--- src/rtl/prio_flag_pkg.sv ---
// prio_flag_pkg
// Shared types and helpers for the priority-pointer generator.
//   prio_policy_e : run-time arbitration policy encoding
//   wrap_inc      : increment that wraps at an arbitrary modulus n, so
//                   non-power-of-two master counts never land on an
//                   index that has no master behind it
package prio_flag_pkg;

  typedef enum logic [1:0] {
    PRIO_RR       = 2'b00,
    PRIO_LAST_WIN = 2'b01,
    PRIO_FIXED    = 2'b10,
    PRIO_RSVD     = 2'b11
  } prio_policy_e;

  function automatic int unsigned wrap_inc(input int unsigned p, input int unsigned n);
    return (p + 1 >= n) ? 0 : p + 1;
  endfunction

endpackage

--- src/rtl/prio_next_enabled.sv ---
// prio_next_enabled
// Combinational masked circular search: returns the first enabled index
// after base_i, wrapping at N_MASTERS-1 back to 0. Returns base_i when
// no other index is enabled (covers the lone-enabled and all-zero masks).
// Ports:
//   base_i    in  WIDTH      search start (excluded from the first pass)
//   en_mask_i in  N_MASTERS  eligibility mask
//   nxt_o     out WIDTH      next enabled index
module prio_next_enabled
  import prio_flag_pkg::*;
#(
  parameter int N_MASTERS = 6,
  parameter int WIDTH     = $clog2(N_MASTERS)
) (
  input  logic [WIDTH-1:0]     base_i,
  input  logic [N_MASTERS-1:0] en_mask_i,
  output logic [WIDTH-1:0]     nxt_o
);

  logic [WIDTH-1:0] idx;
  logic             found;

  // N_MASTERS steps: the last step returns to base_i itself, so a base
  // that is the only enabled master selects itself.
  always_comb begin
    nxt_o = base_i;
    found = 1'b0;
    idx   = base_i;
    for (int i = 0; i < N_MASTERS; i++) begin
      idx = WIDTH'(wrap_inc(32'(idx), N_MASTERS));
      if (!found && en_mask_i[idx]) begin
        nxt_o = idx;
        found = 1'b1;
      end
    end
  end

endmodule

--- src/rtl/prio_flag_gen.sv ---
// prio_flag_gen
// Registered priority pointer for the Log-XBar arbitration trees. The flag
// moves only on a completed req/gnt handshake, under one of three policies:
// round-robin, last-winner demotion, or fixed (flag to 0).
// Optional feature macro: PRIO_WEIGHT_EN (weighted round-robin with a
// per-master credit counter and a weight_i input port).
// Ports:
//   clk          in  1                    clock
//   rst          in  1                    async active-high reset
//   arb_policy_i in  2                    00 RR, 01 LAST_WIN, 10 FIXED, 11 RR
//   en_mask_i    in  N_MASTERS            per-master eligibility
//   data_req_i   in  1                    request at tree root
//   data_gnt_i   in  1                    grant at tree root
//   id_i         in  WIDTH                winning master of the handshake
//   weight_i     in  N_MASTERS*WEIGHT_W   RR weights (PRIO_WEIGHT_EN only)
//   prio_flag_o  out WIDTH                registered priority flag
//   flag_upd_o   out 1                    flag changed in previous cycle
module prio_flag_gen
  import prio_flag_pkg::*;
#(
  parameter int N_MASTERS = 6,
  parameter int WIDTH     = $clog2(N_MASTERS),
  parameter int WEIGHT_W  = 3
) (
  input  logic                          clk,
  input  logic                          rst,
  input  logic [1:0]                    arb_policy_i,
  input  logic [N_MASTERS-1:0]          en_mask_i,
  input  logic                          data_req_i,
  input  logic                          data_gnt_i,
  input  logic [WIDTH-1:0]              id_i,
`ifdef PRIO_WEIGHT_EN
  input  logic [N_MASTERS*WEIGHT_W-1:0] weight_i,
`endif
  output logic [WIDTH-1:0]              prio_flag_o,
  output logic                          flag_upd_o
);

  logic              hs;
  logic              pol_chg;
  logic [1:0]        policy_q;
  prio_policy_e      policy;
  logic [WIDTH-1:0]  nxt_flag;
  logic [WIDTH-1:0]  nxt_id;
  logic [WIDTH-1:0]  flag_d;
  logic              rr_adv;

  assign hs      = data_req_i & data_gnt_i;
  assign policy  = prio_policy_e'(arb_policy_i);
  assign pol_chg = (arb_policy_i != policy_q);

  prio_next_enabled #(.N_MASTERS(N_MASTERS), .WIDTH(WIDTH)) u_nxt_flag (
    .base_i    (prio_flag_o),
    .en_mask_i (en_mask_i),
    .nxt_o     (nxt_flag)
  );

  prio_next_enabled #(.N_MASTERS(N_MASTERS), .WIDTH(WIDTH)) u_nxt_id (
    .base_i    (id_i),
    .en_mask_i (en_mask_i),
    .nxt_o     (nxt_id)
  );

`ifdef PRIO_WEIGHT_EN
  logic [WEIGHT_W-1:0] credit_q;
  logic [WEIGHT_W-1:0] credit_eff;
  logic [WEIGHT_W-1:0] credit_d;
  logic [WEIGHT_W-1:0] w_cur;

  // A policy change clears the credit in the same cycle, so a coincident
  // RR handshake counts from zero.
  assign credit_eff = pol_chg ? '0 : credit_q;

  always_comb begin
    w_cur = weight_i[32'(prio_flag_o)*WEIGHT_W +: WEIGHT_W];
    if (w_cur == '0) w_cur = WEIGHT_W'(1);
  end

  assign rr_adv = ({1'b0, credit_eff} + (WEIGHT_W+1)'(1)) >= {1'b0, w_cur};

  always_comb begin
    credit_d = credit_eff;
    if (policy == PRIO_LAST_WIN || policy == PRIO_FIXED) begin
      credit_d = '0;
    end else if (hs) begin
      credit_d = rr_adv ? '0 : credit_eff + WEIGHT_W'(1);
    end
  end

  always_ff @(posedge clk or posedge rst) begin
    if (rst) credit_q <= '0;
    else     credit_q <= credit_d;
  end
`else
  assign rr_adv = 1'b1;
`endif

  always_comb begin
    flag_d = prio_flag_o;
    if (hs) begin
      case (policy)
        PRIO_FIXED:    flag_d = '0;
        // Out-of-range winner IDs carry no usable position; hold.
        PRIO_LAST_WIN: if (32'(id_i) < N_MASTERS) flag_d = nxt_id;
        default:       if (rr_adv) flag_d = nxt_flag;
      endcase
    end
  end

  always_ff @(posedge clk or posedge rst) begin
    if (rst) begin
      prio_flag_o <= '0;
      flag_upd_o  <= 1'b0;
      policy_q    <= 2'b00;
    end else begin
      prio_flag_o <= flag_d;
      flag_upd_o  <= (flag_d != prio_flag_o);
      policy_q    <= arb_policy_i;
    end
  end

endmodule

--- config.mk ---
export PLATFORM = sky130hd
export DESIGN_NAME = prio_flag_gen
export DESIGN_NICKNAME = d
export VERILOG_FILES = /design/src/rtl/prio_flag_pkg.sv /design/src/rtl/prio_next_enabled.sv /design/src/rtl/prio_flag_gen.sv
export SDC_FILE = /design/constraint.sdc
export NUM_CORES = 1
export LEC_CHECK = 0
export ABC_AREA = 1
export BUFFER_PORTS_ARGS = -buffer_cell sky130_fd_sc_hd__buf_4
export CELL_PAD_IN_SITES_DETAIL_PLACEMENT = 0
export CELL_PAD_IN_SITES_GLOBAL_PLACEMENT = 1
export CORE_MARGIN = 2
export CORE_UTILIZATION = 25
export CTS_CLUSTER_DIAMETER = 30
export CTS_CLUSTER_SIZE = 24
export DETAILED_ROUTE_END_ITERATION = 10
export PLACE_DENSITY = 0.57
export SYNTH_ARGS = -nofsm -noshare
export SYNTH_HDL_FRONTEND = slang
export SYNTH_SLANG_ARGS = --single-unit
--- constraint.sdc ---
create_clock -name clk -period 10.2 [get_ports clk]
set_clock_uncertainty 0.15 [all_clocks]
set_input_delay 2.04 -clock clk [delete_from_list [all_inputs] [get_ports clk]]
set_output_delay 2.04 -clock clk [all_outputs]
set_load 0.01 [all_outputs]
==> reports/summary.md <==
The run gives 95 as the starting DRC count in detailed routing. The netlist area before placement is 2670 um^2, and the final count of hold timing violations is 0. By area the synthesized netlist is led by sky130_fd_sc_hd__nand2_1 (21%), sky130_fd_sc_hd__nand3_1 (14%), sky130_fd_sc_hd__ha_1 (9.8%), sky130_fd_sc_hd__inv_1 (8.7%), sky130_fd_sc_hd__nand3_2 (7.9%).

Post-synthesis cell type with the largest combined area: sky130_fd_sc_hd__nand2_1. The nature of the critical path startpoint was a primary input. The via count of the first global-routing pass is 2,818, and the maximum buffer depth of the clock tree is 2. The path class of the tightest hold or removal check is register to register.

For the pin with the worst max-slew slack, the measured transition is 0.398 ns. The worst register-to-register path begins at prio_flag_o[0]$_DFF_PP0_. For the sequential-to-total area share from yosys stat, the log shows 3.74%.

The number of nets handed over by synthesis was 513. The Yosys step of the flow raised 0 warnings. The hold path startpoint was prio_flag_o[1]$_DFF_PP0_.

The logs give 129 MHz for the maximum clock frequency and 10,400 um^2 for the core region area. TritonCTS created 3 clock buffers. The part of the cycle the worst path needs was 76.2%. For the overall routing resource usage, the log shows 14.7%. The tree is rooted in a sky130_fd_sc_hd__clkbuf_8.

The final count of negative-setup-slack endpoints is 0. Setup repair after global routing left no endpoint under its margin. The worst hold margin was 0.547 ns.

The distinct cell type count after synthesis is 32. The average footprint of a synthesized cell works out to 5.61 um^2. The floorplan step defined a die boundary enclosing 11,500 um^2.

Buffers placed on the I/O ports in this run total 18. Headroom to the max-slew limit came out at 73.4%. The area overhead of the layout relative to synthesis is 12.4%. The die height was 107 um. Post-CTS repair changed the size of 0 cells. For the final-report max-slew violation count, the log shows 0. The count of nets left with antenna violations once routing finished came out at 0. The repair_antennas step left the layout with diodes totalling 0.

The flop-to-flop setup slack was 3.70 ns. Counting instances, the worst hold path has a depth of 4. Slowest cell on the critical path: sky130_fd_sc_hd__ha_1.

The tools report the final routed DRC violation total as 0. Of the post-synthesis cell area, the dominant cell type holds 21.2%. The per-cell routed wire length was 12.8 um; the highest fanout seen on the critical path was 7. For the worst setup path, the data required time is 10.15 ns.

For this configuration, the core starts out at a cell density of 25.8%. After clock tree synthesis, the clock-pin slew on the worst setup and hold paths is 0.03 ns. The flow ran to the end, and the final reports show no timing, DRC or antenna violations. TritonCTS built the clock tree. Via density per instance: 4.67. Before antenna repair, the detailed router went through 5 iterations. The aggregate negative setup slack is 0 ns, and the number of rows created at floorplan is 37. The endpoint identified for the worst register-to-register timing path is flag_upd_o$_DFF_PP0_. The via total after detailed routing is 2,940. End of the worst hold path: flag_upd_o$_DFF_PP0_. The logs give 0 for the post-CTS setup buffer count and 0.839 for the final RePlAce weighted congestion.

Data on the critical path arrives at its endpoint at 7.72 ns. The count of mapped cells out of synthesis is 477. Level count of the clock H-tree: 1. The category of the critical setup timing path is primary input to register.

Entering global routing, the biggest net connects 11 pins. In this design, the critical path's most frequently occurring cell is sky130_fd_sc_hd__nand2_1. The HPWL after detailed placement is 6630 um. For the wire length of the first global-routing pass, the log shows 13,800 um.

At the later pin of the worst-skew pair, clock insertion delay measures 0.22 ns. The largest incremental delay on the critical path is 0.33 ns, and the depth of the worst register-to-register path is 48. The remaining global-route overflow is 0, and the horizontal die dimension is 107 um. Cells with a size suffix above 1 make up 22.7% of the layout. The post-synthesis sequential element count was 4; the overall routed net length was 8070 um.

The clock drives 4 sinks. The run gives 0 as the number of antenna violations at the first check in global routing. For this run, the post-layout net count is 532. The routed design could run at a clock period as short as 7.77 ns.

During I/O placement, the number of pins put on the boundary was 19. Hold repair after CTS inserted 0 buffers. The tool flagged a number of max-cap violations equal to 0. STA classifies the critical path endpoint as a register.
how the worst max path moves through the flow:
stage | end | slack (ns) | cells past startpoint | start
after floorplan | flag_upd_o$_DFF_PP0_ | 3.14 | 42 | id_i[0]
after global placement | flag_upd_o$_DFF_PP0_ | 2.50 | 43 | id_i[0]
after detailed placement | flag_upd_o$_DFF_PP0_ | 2.29 | 43 | id_i[0]
after CTS | flag_upd_o$_DFF_PP0_ | 2.49 | 43 | id_i[0]
after global routing | flag_upd_o$_DFF_PP0_ | 1.83 | 42 | id_i[0]
final | flag_upd_o$_DFF_PP0_ | 2.43 | 43 | id_i[0]
cell usage after synthesis:
library cell                  n
sky130_fd_sc_hd__o211ai_1     7
sky130_fd_sc_hd__o21ai_2      5
sky130_fd_sc_hd__buf_2        1
sky130_fd_sc_hd__nand2_4      8
sky130_fd_sc_hd__a21oi_2      2
sky130_fd_sc_hd__nor2_4       4
sky130_fd_sc_hd__nor2_2       2
sky130_fd_sc_hd__nand3_1     73
sky130_fd_sc_hd__dfrtp_1      4
sky130_fd_sc_hd__a21oi_1     16
sky130_fd_sc_hd__inv_1       62
sky130_fd_sc_hd__or2_0        1
sky130_fd_sc_hd__nand2_1    151
sky130_fd_sc_hd__a211oi_1     1
sky130_fd_sc_hd__nand3_4      3
sky130_fd_sc_hd__o21ai_0      9
sky130_fd_sc_hd__nand3_2     21
sky130_fd_sc_hd__nand2_2     24
sky130_fd_sc_hd__o211ai_2     1
sky130_fd_sc_hd__clkbuf_1     3
sky130_fd_sc_hd__a31oi_1      1
sky130_fd_sc_hd__nand4_2      1
sky130_fd_sc_hd__and2_4       1
sky130_fd_sc_hd__o21bai_1     1
sky130_fd_sc_hd__o21ai_1      8
sky130_fd_sc_hd__nand4_1      9
sky130_fd_sc_hd__a21oi_4      2
sky130_fd_sc_hd__inv_2       17
sky130_fd_sc_hd__nor2_1      16
sky130_fd_sc_hd__ha_1        21
sky130_fd_sc_hd__nand3b_1     1
sky130_fd_sc_hd__o2111ai_1    1
layout make-up:
| cell class | instances | area (um^2) |
|---|---|---|
| Clock buffer | 3 | 41.3 |
| Timing Repair Buffer | 18 | 135 |
| Fill cell | 1187 | 7370 |
| Inverter | 79 | 297 |
| Tap cell | 136 | 170 |
| Sequential cell | 4 | 100 |
| Multi-Input combinational cell | 390 | 2260 |
metal layers:
layer  GRT usage [%]  wire (um)  up-vias
met3            1.03        272        2
li1                -          -     1596
met4            1.74         23        0
met1            22.2       4290     1297
met2            23.2       3480       45
met5               0          0        -
state kept, by name (all words and copies together), names as in the netlist:
register and cells:
flag_upd_o 1, prio_flag_o 3
critical path: cells and delay by family:
| family | cells | cell delay [ns] |
|---|---|---|
| AOI/OAI and AO/OA | 5 | 0.97 |
| adders and majority gates | 5 | 1.44 |
| and+or+nand+nor | 21 | 2.06 |
| buffers and inverters | 12 | 1.18 |
cell usage in the layout (no fill, tap or decap), drive strengths merged, types with 3 or more instances in the layout:
master  netlist  routed
a21oi        20      20
buf           1      18
clkbuf        3       3
dfrtp         4       4
ha           21      21
inv          79      79
nand2       183     183
nand3        97      97
nand4        10      10
nor2         22      22
o211ai        8       8
o21ai        22      22
through the flow:
| stage | instance area (um^2) | setup slack [ns] | util [%] | std cells |
|---|---|---|---|---|
| after global placement | 2960 | 2.50 | 28.6 | 627 |
| after floorplan | 2670 | 3.14 | - | 477 |
| final | 3000 | 2.43 | 29.0 | 630 |
| after detailed placement | 2960 | 2.29 | 28.6 | 627 |
| after CTS | 3000 | 2.49 | 29.0 | 630 |
| after global routing | 3000 | 1.83 | 29.0 | 630 |
cell families after synthesis:
kind of cell    after synthesis  synth area share [%]
compound gates               54                  13.2
flops                         4                  3.74
buf+inv                      83                  11.7
fa+ha+maj                    21                  9.83
simple gates                315                  61.5
Power is left out: the tool's default activity adds up to more than one toggle a clock period on the data nets, which glitch-free logic cannot reach.
